<file path="src/rtl/formula_nested_sqrt_pipe.sv">
// Nested-root pipeline: res = isqrt(x[0] + isqrt(x[1] + ... + isqrt(x[N_TERMS-1]))).
// One vector per clock, fixed latency N_TERMS*(ISQRT_LAT+1), saturating sums, tag forwarded.

module isqrt_pipe #(
  parameter int WIDTH = 32
) (
  input  logic               clk,
  input  logic               rst_n,
  input  logic               x_vld,
  input  logic [WIDTH-1:0]   x,
  output logic               y_vld,
  output logic [WIDTH/2-1:0] y
);
  localparam int H = WIDTH / 2;
  localparam int R = H + 2;

  logic [H-1:0]     vld_q;
  logic [H-1:0]     stg_vld;
  logic [R-1:0]     rem_q   [H];
  logic [H-1:0]     root_q  [H];
  logic [WIDTH-1:0] rad_q   [H];
  logic [R-1:0]     rem_in  [H];
  logic [H-1:0]     root_in [H];
  logic [WIDTH-1:0] rad_in  [H];
  logic [R-1:0]     rem_d   [H];
  logic [H-1:0]     root_d  [H];
  logic [WIDTH-1:0] rad_d   [H];
  logic [R-1:0]     rem_sh;
  logic [R-1:0]     trial;

  assign stg_vld = H'({vld_q, x_vld});

  always_comb begin
    rem_in[0]  = '0;
    root_in[0] = '0;
    rad_in[0]  = x;
    for (int s = 1; s < H; s++) begin
      rem_in[s]  = rem_q[s-1];
      root_in[s] = root_q[s-1];
      rad_in[s]  = rad_q[s-1];
    end
  end

  // One result bit per stage: bring down the next two radicand bits, try root*4+1.
  always_comb begin
    rem_sh = '0;
    trial  = '0;
    for (int s = 0; s < H; s++) begin
      rem_sh = R'({rem_in[s], rad_in[s][WIDTH-1 -: 2]});
      trial  = {root_in[s], 2'b01};
      if (rem_sh >= trial) begin
        rem_d[s]  = rem_sh - trial;
        root_d[s] = H'({root_in[s], 1'b1});
      end else begin
        rem_d[s]  = rem_sh;
        root_d[s] = H'({root_in[s], 1'b0});
      end
      rad_d[s] = {rad_in[s][WIDTH-3:0], 2'b00};
    end
  end

  always_ff @(posedge clk or negedge rst_n) begin
    if (!rst_n) begin
      vld_q <= '0;
    end else begin
      vld_q <= stg_vld;
    end
  end

  always_ff @(posedge clk) begin
    for (int s = 0; s < H; s++) begin
      if (stg_vld[s]) begin
        rem_q[s]  <= rem_d[s];
        root_q[s] <= root_d[s];
        rad_q[s]  <= rad_d[s];
      end
    end
  end

  assign y_vld = vld_q[H-1];
  assign y     = root_q[H-1];
endmodule

module fnsp_delay_line #(
  parameter int DW    = 1,
  parameter int DEPTH = 1
) (
  input  logic          clk,
  input  logic          rst_n,
  input  logic          vld_i,
  input  logic [DW-1:0] d_i,
  output logic          vld_o,
  output logic [DW-1:0] d_o
);
  logic [DEPTH-1:0] vld_q;
  logic [DW-1:0]    d_q [DEPTH];

  always_ff @(posedge clk or negedge rst_n) begin
    if (!rst_n) begin
      vld_q <= '0;
    end else begin
      vld_q <= DEPTH'({vld_q, vld_i});
    end
  end

  // Each tap moves only when the word it receives is valid.
  always_ff @(posedge clk) begin
    if (vld_i) begin
      d_q[0] <= d_i;
    end
    for (int i = 1; i < DEPTH; i++) begin
      if (vld_q[i-1]) begin
        d_q[i] <= d_q[i-1];
      end
    end
  end

  assign vld_o = vld_q[DEPTH-1];
  assign d_o   = d_q[DEPTH-1];
endmodule

module formula_nested_sqrt_pipe #(
  parameter int WIDTH     = 32,
  parameter int N_TERMS   = 3,
  parameter int ISQRT_LAT = 16,
  parameter int TAG_W     = 4
) (
  input  logic                       clk,
  input  logic                       rst_n,
  input  logic                       arg_vld,
  input  logic [N_TERMS*WIDTH-1:0]   args,
  input  logic [TAG_W-1:0]           arg_tag,
  output logic                       res_vld,
  output logic [WIDTH/2-1:0]         res,
  output logic [TAG_W-1:0]           res_tag,
  output logic                       res_sat
);
  localparam int H         = WIDTH / 2;
  localparam int STAGE_LAT = ISQRT_LAT + 1;

  logic [N_TERMS-1:0]   sq_vld;
  logic [N_TERMS*H-1:0] sq_y;
  logic [N_TERMS-1:0]   sq_sat;

  for (genvar gi = 0; gi < N_TERMS; gi++) begin : g_term
    if (gi == 0) begin : g_first
      isqrt_pipe #(.WIDTH(WIDTH)) u_isqrt (
        .clk   (clk),
        .rst_n (rst_n),
        .x_vld (arg_vld),
        .x     (args[(N_TERMS-1)*WIDTH +: WIDTH]),
        .y_vld (sq_vld[0]),
        .y     (sq_y[0 +: H])
      );
      assign sq_sat[0] = 1'b0;
    end else begin : g_nest
      logic             x_vld_dl;
      logic [WIDTH-1:0] x_dl;
      logic             add_en;
      logic [WIDTH:0]   sum_full;
      logic [WIDTH-1:0] sum_d;
      logic             add_vld_q;
      logic [WIDTH-1:0] add_q;
      logic             add_sat_q;
      logic             sat_vld_dl;
      logic             sat_dl;

      // The operand waits exactly as long as the inner terms take to reach this adder.
      fnsp_delay_line #(.DW(WIDTH), .DEPTH(gi*STAGE_LAT-1)) u_x_dl (
        .clk   (clk),
        .rst_n (rst_n),
        .vld_i (arg_vld),
        .d_i   (args[(N_TERMS-1-gi)*WIDTH +: WIDTH]),
        .vld_o (x_vld_dl),
        .d_o   (x_dl)
      );

      assign add_en   = sq_vld[gi-1] & x_vld_dl;
      assign sum_full = {1'b0, x_dl} + {{(WIDTH-H+1){1'b0}}, sq_y[(gi-1)*H +: H]};
      assign sum_d    = sum_full[WIDTH] ? {WIDTH{1'b1}} : sum_full[WIDTH-1:0];

      always_ff @(posedge clk or negedge rst_n) begin
        if (!rst_n) begin
          add_vld_q <= 1'b0;
        end else begin
          add_vld_q <= add_en;
        end
      end

      always_ff @(posedge clk) begin
        if (add_en) begin
          add_q     <= sum_d;
          add_sat_q <= sq_sat[gi-1] | sum_full[WIDTH];
        end
      end

      isqrt_pipe #(.WIDTH(WIDTH)) u_isqrt (
        .clk   (clk),
        .rst_n (rst_n),
        .x_vld (add_vld_q),
        .x     (add_q),
        .y_vld (sq_vld[gi]),
        .y     (sq_y[gi*H +: H])
      );

      fnsp_delay_line #(.DW(1), .DEPTH(ISQRT_LAT)) u_sat_dl (
        .clk   (clk),
        .rst_n (rst_n),
        .vld_i (add_vld_q),
        .d_i   (add_sat_q),
        .vld_o (sat_vld_dl),
        .d_o   (sat_dl)
      );

      assign sq_sat[gi] = sat_vld_dl & sat_dl;
    end
  end

  logic             tag_vld_dl;
  logic [TAG_W-1:0] tag_dl;
  logic             out_en;
  logic             res_vld_q;
  logic [H-1:0]     res_q;
  logic [TAG_W-1:0] res_tag_q;
  logic             res_sat_q;

  fnsp_delay_line #(.DW(TAG_W), .DEPTH(N_TERMS*STAGE_LAT-1)) u_tag_dl (
    .clk   (clk),
    .rst_n (rst_n),
    .vld_i (arg_vld),
    .d_i   (arg_tag),
    .vld_o (tag_vld_dl),
    .d_o   (tag_dl)
  );

  assign out_en = sq_vld[N_TERMS-1] & tag_vld_dl;

  always_ff @(posedge clk or negedge rst_n) begin
    if (!rst_n) begin
      res_vld_q <= 1'b0;
      res_q     <= '0;
      res_tag_q <= '0;
      res_sat_q <= 1'b0;
    end else begin
      res_vld_q <= out_en;
      if (out_en) begin
        res_q     <= sq_y[(N_TERMS-1)*H +: H];
        res_tag_q <= tag_dl;
        res_sat_q <= sq_sat[N_TERMS-1];
      end
    end
  end

  assign res_vld = res_vld_q;
  assign res     = res_q;
  assign res_tag = res_tag_q;
  assign res_sat = res_sat_q;
endmodule

</file>
<file path="config.mk">
export PLATFORM = sky130hd
export DESIGN_NAME = formula_nested_sqrt_pipe
export DESIGN_NICKNAME = d
export VERILOG_FILES = /design/src/rtl/formula_nested_sqrt_pipe.sv
export SDC_FILE = /design/constraint.sdc
export NUM_CORES = 2
export LEC_CHECK = 0
export CAP_MARGIN = 10
export CORE_MARGIN = 4
export CORE_UTILIZATION = 58
export DETAILED_ROUTE_END_ITERATION = 6
export GPL_ROUTABILITY_DRIVEN = 0
export GPL_TIMING_DRIVEN = 0
export HOLD_SLACK_MARGIN = 0.1
export PLACE_DENSITY = 0.82
export SLEW_MARGIN = 30
export SYNTH_ARGS = -nofsm -noshare
export SYNTH_HDL_FRONTEND = slang
export SYNTH_MEMORY_MAX_BITS = 65536
export SYNTH_SLANG_ARGS = --single-unit
</file>
<file path="constraint.sdc">
create_clock -name clk -period 6.65 [get_ports clk]
set_clock_uncertainty 0.05 [all_clocks]
set_input_delay 0.9975 -clock clk [delete_from_list [all_inputs] [get_ports clk]]
set_output_delay 0.9975 -clock clk [all_outputs]
set_load 0.05 [all_outputs]
</file>
==> results summary <==
The run finished, with violations left. The checks that failed: DRC. The total via count after detailed routing is between 70000 and 80000. The detail route stage leaves a number of antenna-violating nets equal to 0. The count of max-cap constraint violations came out at 0. The initial DRC count came out at roughly 8300. The final hold slack came out at ~0.27 ns. The count of filler cells inserted in the layout came out at 14500. The placed wire-length estimate after detailed placement is 162.3 mm.

In this run the standard cell core region covers between 0.2 and 0.25 mm2. The number of top-level design ports came out at 125. The shortest period the worst path allows is 4.091 ns. The number of slew-limit violations in the final report came out at 0. The number of antenna violations at the first check in global routing came out at 3.

After synthesis the netlist holds a flip-flop and latch count of between 3000 and 4000. The worst slack at placement came out at around 2.9 ns. The leakage power of the design is between 50 and 60 nW. Adding up every negative setup slack in the final design gives 0 ns. The ratio of total power to cell area is between 300 and 400 mW/mm2. The number of endpoints failing setup at the final stage came out at 0. Among all flip-flop cells after synthesis, the most frequent one is sky130_fd_sc_hd__edfxtp_1. The worst slew margin relative to its limit is 33.96%. The clock-pin slew of the registers on the worst-case setup and hold paths came out at 0.07 ns.

Traced cell by cell, the critical path runs through ha_1 > inv_1 > fa_1 > nand2b_1 > a21o_1 > a211oi_1 > a21oi_1 > or4_1 > buf_2 > buf_2 > buf_2 > nand2_1. The critical path data required time is ~7.4 ns. The number of warnings printed during yosys synthesis came out at 0.

The startpoint-to-endpoint class of the critical path is register to register. The share of total power consumed by net switching is 21.65%. The maximum number of buffers from clock root to sink is 4. The cell-internal power is ~39 mW. The leading cell type in the layout, fill and taps excluded is sky130_fd_sc_hd__edfxtp_1. The most numerous cell on the critical path is sky130_fd_sc_hd__buf_2.

For this run, the register share of the synthesized area comes to 78.57%. The fraction of power consumed by sequential logic is 54.7%. The total congestion overflow came out at 0. Across every metal layer, demand over resource in global routing totals 22.64%. STA classifies the critical path startpoint as a register. Dividing the detail-routed wire length by the instance count gives ~23 um. Counting flops with an async set or reset pin after synthesis yields a share of 1.926%. The number of vias per cell came out at 6.056. TritonCTS built the clock tree. In this run, the clock network consumes 40.3% of the power. On the critical path, the stage with the largest delay is an instance of sky130_fd_sc_hd__or4_1. In this run the worst hold path is classified as primary input to register. The die covers roughly 0.25 mm2. The combinational power share came out at ~5%. The count of buffers added by post-CTS timing repair for setup came out at 0. The placement row count came out at 181. At the later pin of the worst-skew pair, clock insertion delay measures slightly below 1 ns.

The CTS buffer count came out at between 300 and 400. The fraction of the cycle the final worst path needs is about three fifths. The area after detailed placement is around 0.15 mm2. The net count of the finished layout is about 9500.

The mean area per synthesized cell came out at between 15 and 20 um2. STA classifies the critical path endpoint as a register. The root buffer cell is sky130_fd_sc_hd__clkbuf_16. Measured on the finished design, the core utilization comes to ~66%. Setup repair after global routing left no endpoint under its margin. The number of clock sinks is ~3700. The number of global-route vias before repair is a little under 80000. The final hold violation count is 0.

The non-filler instance count after layout came out at between 10000 and 15000. The top cell types in the final layout, fill and taps aside, are sky130_fd_sc_hd__edfxtp_1, sky130_fd_sc_hd__inv_1, sky130_fd_sc_hd__ha_1, sky130_fd_sc_hd__nor2_1, sky130_fd_sc_hd__nand2_1. The wire length reported by the detailed router is roughly 290 mm. The sum of internal, switching and leakage power is about 50 mW. For the pin with the worst max-slew slack, the measured transition is just under 1 ns. The width of the die came out at 503.5 um.

The area of the mapped netlist came out at approximately 0.14 mm2. In this design, the stage delay of the slowest critical-path cell is about 0.64 ns. After synthesis, the netlist uses a little under 90 different library cells. Counting flops with a built-in enable in the synthesized netlist gives about 3700. The maximum number of pins on one net before global-route repair came out at slightly above 80. The maximum fanout count along the critical path is 10. The worst path setup slack after routing came out at around 2.6 ns. The synthesized netlist cell count is 8399. Static timing analysis puts the maximum clock frequency at between 200 and 250 MHz. In the routed design, unresolved DRC markers number 1.

The first detailed-routing pass took 7 iterations. The switching power came out at approximately 11 mW. Input and output buffers added on the ports amount to between 100 and 150. The H-tree level count is 5. Cells with a size suffix above 1 make up about 9% of the layout.

The height of the chip is slightly above 500 um. The arrival time reported for the critical path endpoint is 4.86 ns. The global-route wire length before repair is about 450 mm. The effective utilization at floorplan came out at approximately three fifths. The area growth from synthesis to layout is 12.82%. The number of placed instances, taps included, is between 10000 and 15000. The final non-filler cell area is 0.1606 mm2. Across the VDD grid, the largest voltage drop is 0.0003096 V.
## kinds of logic (layout without fill, tap and decap cells)
family                   count (synthesis)  after routing  share of synthesized area, %
other                                    1              6                      0.002633
AO/OA/AOI/OAI                         1235           1235                         5.386
buffers and inverters                  654           1477                         1.744
multiplexers                           157            157                         1.232
adder cells (fa/ha/maj)                490            490                         4.316
AND/OR/NAND/NOR                       1634           1634                         5.732
XOR/XNOR                               490            490                         3.014
flip-flops                            3738           3738                         78.57
## cell usage after synthesis, drive strengths merged (16+ instances only)
master     n  area, um2
a211oi    32      240.2
a21boi    20      150.1
a21o     100      750.7
a21oi    382       1916
a31oi     48      306.5
and2      32      200.2
and3      32      200.2
buf       23      115.1
clkbuf    62      232.7
dfrtp     72       1802
edfxtp  3666     110100
ha       488       6106
inv      566       2125
mux2     146       1644
nand2    402       1509
nand2b    85      531.8
nand3    106      530.5
nand3b    30      225.2
nand4     63      394.1
nor2     413       1558
nor2b     73      456.7
nor3     137      690.7
nor3b     16      120.1
nor4      82      540.5
o211ai    23      172.7
o21a     112      840.8
o21ai    310       1551
o21bai    27      202.7
o31a      20      175.2
o31ai     48      360.4
or2       32      200.2
or3       58      367.8
or4       27      204.0
xnor2    271       2374
xor2     219       1918
## layout make-up
type,count,area [um2],area share (%)
flip-flops and latches,3738,112000,69.74
multi-input cells,4009,28050,17.46
clock buffers,437,9487,5.905
well taps,3202,4006,2.494
repair buffers,183,2723,1.695
inverters,569,2136,1.329
clock inverters,203,1858,1.157
plain buffers,85,347.8,0.2165
diodes,3,7.507,0.004673
## state kept, by name, summed over array words and instances (netlist names), 2 cells and up
signal	count
g_term.g_first.u_isqrt.rad_q	240
g_term.g_first.u_isqrt.rem_q	224
g_term.g_first.u_isqrt.root_q	136
g_term.g_nest.add_q	64
g_term.g_nest.add_sat_q	2
g_term.g_nest.u_isqrt.rad_q	480
g_term.g_nest.u_isqrt.rem_q	448
g_term.g_nest.u_isqrt.root_q	272
g_term.g_nest.u_sat_dl.d_q	32
g_term.g_nest.u_sat_dl.vld_q	15
g_term.g_nest.u_x_dl.d_q	1568
res	16
res_tag	4
u_tag_dl.d_q	200
u_tag_dl.vld_q	34
## power groups by stage
stage | clock network (mW) | logic [mW] | registers (mW)
floorplan | 0 | 1.41 | 27.8
global placement | 0 | 1.75 | 28.0
detailed placement | 0 | 2.28 | 27.7
CTS | 20.3 | 2.42 | 27.3
global route | 21.4 | 2.66 | 27.3
finish | 20.1 | 2.48 | 27.3
## critical path, delay by kind of cell (launching register included)
family	cells	cell delay [ns]
AO/OA/AOI/OAI	3	1.07
AND/OR/NAND/NOR	3	0.99
buffers and inverters	4	0.72
adder cells (fa/ha/maj)	2	0.66
flip-flops	1	0.45
## per-layer routing
| layer | share of wire, % | routed length [um] | track usage [%] | vias to the layer above |
|---|---|---|---|---|
| met5 | 0.0045 | 13 | 0 | - |
| met1 | 33 | 96680 | 24.85 | 36630 |
| met2 | 54 | 156900 | 42.55 | 4420 |
| li1 | - | - | - | 32930 |
| met3 | 6.8 | 19660 | 3.467 | 1290 |
| met4 | 5.8 | 16750 | 11.06 | 2 |
## worst paths after layout
check | startpoint | end | slack [ns] | cells after the start
hold / removal | arg_vld | g_term[0].g_first.u_isqrt.rad_q[0][21] | 0.27 | 1
setup reg to reg | g_term[0].g_first.u_isqrt.root_q[1][112] | g_term[1].g_nest.add_q[10] | 2.56 | 12
max in group asynchronous | rst_n | u_tag_dl.vld_q[10] | 5.35 | 3
min in group asynchronous | rst_n | g_term[2].g_nest.u_sat_dl.vld_q[13] | 0.46 | 2
hold reg to reg | g_term[2].g_nest.u_isqrt.rad_q[1][19] | g_term[2].g_nest.u_isqrt.rad_q[1][51] | 0.30 | 0
setup / recovery | g_term[0].g_first.u_isqrt.root_q[1][112] | g_term[1].g_nest.add_q[10] | 2.56 | 12
## what timing repair did
action / 4_1_cts / 5_1_grt
hold buffers: 1 / 0
hold endpoints to repair: 27 / 0
setup endpoints to repair: 0 / 0
gates resized for setup: 0 / 0
(Power assumes the default switching activity.)
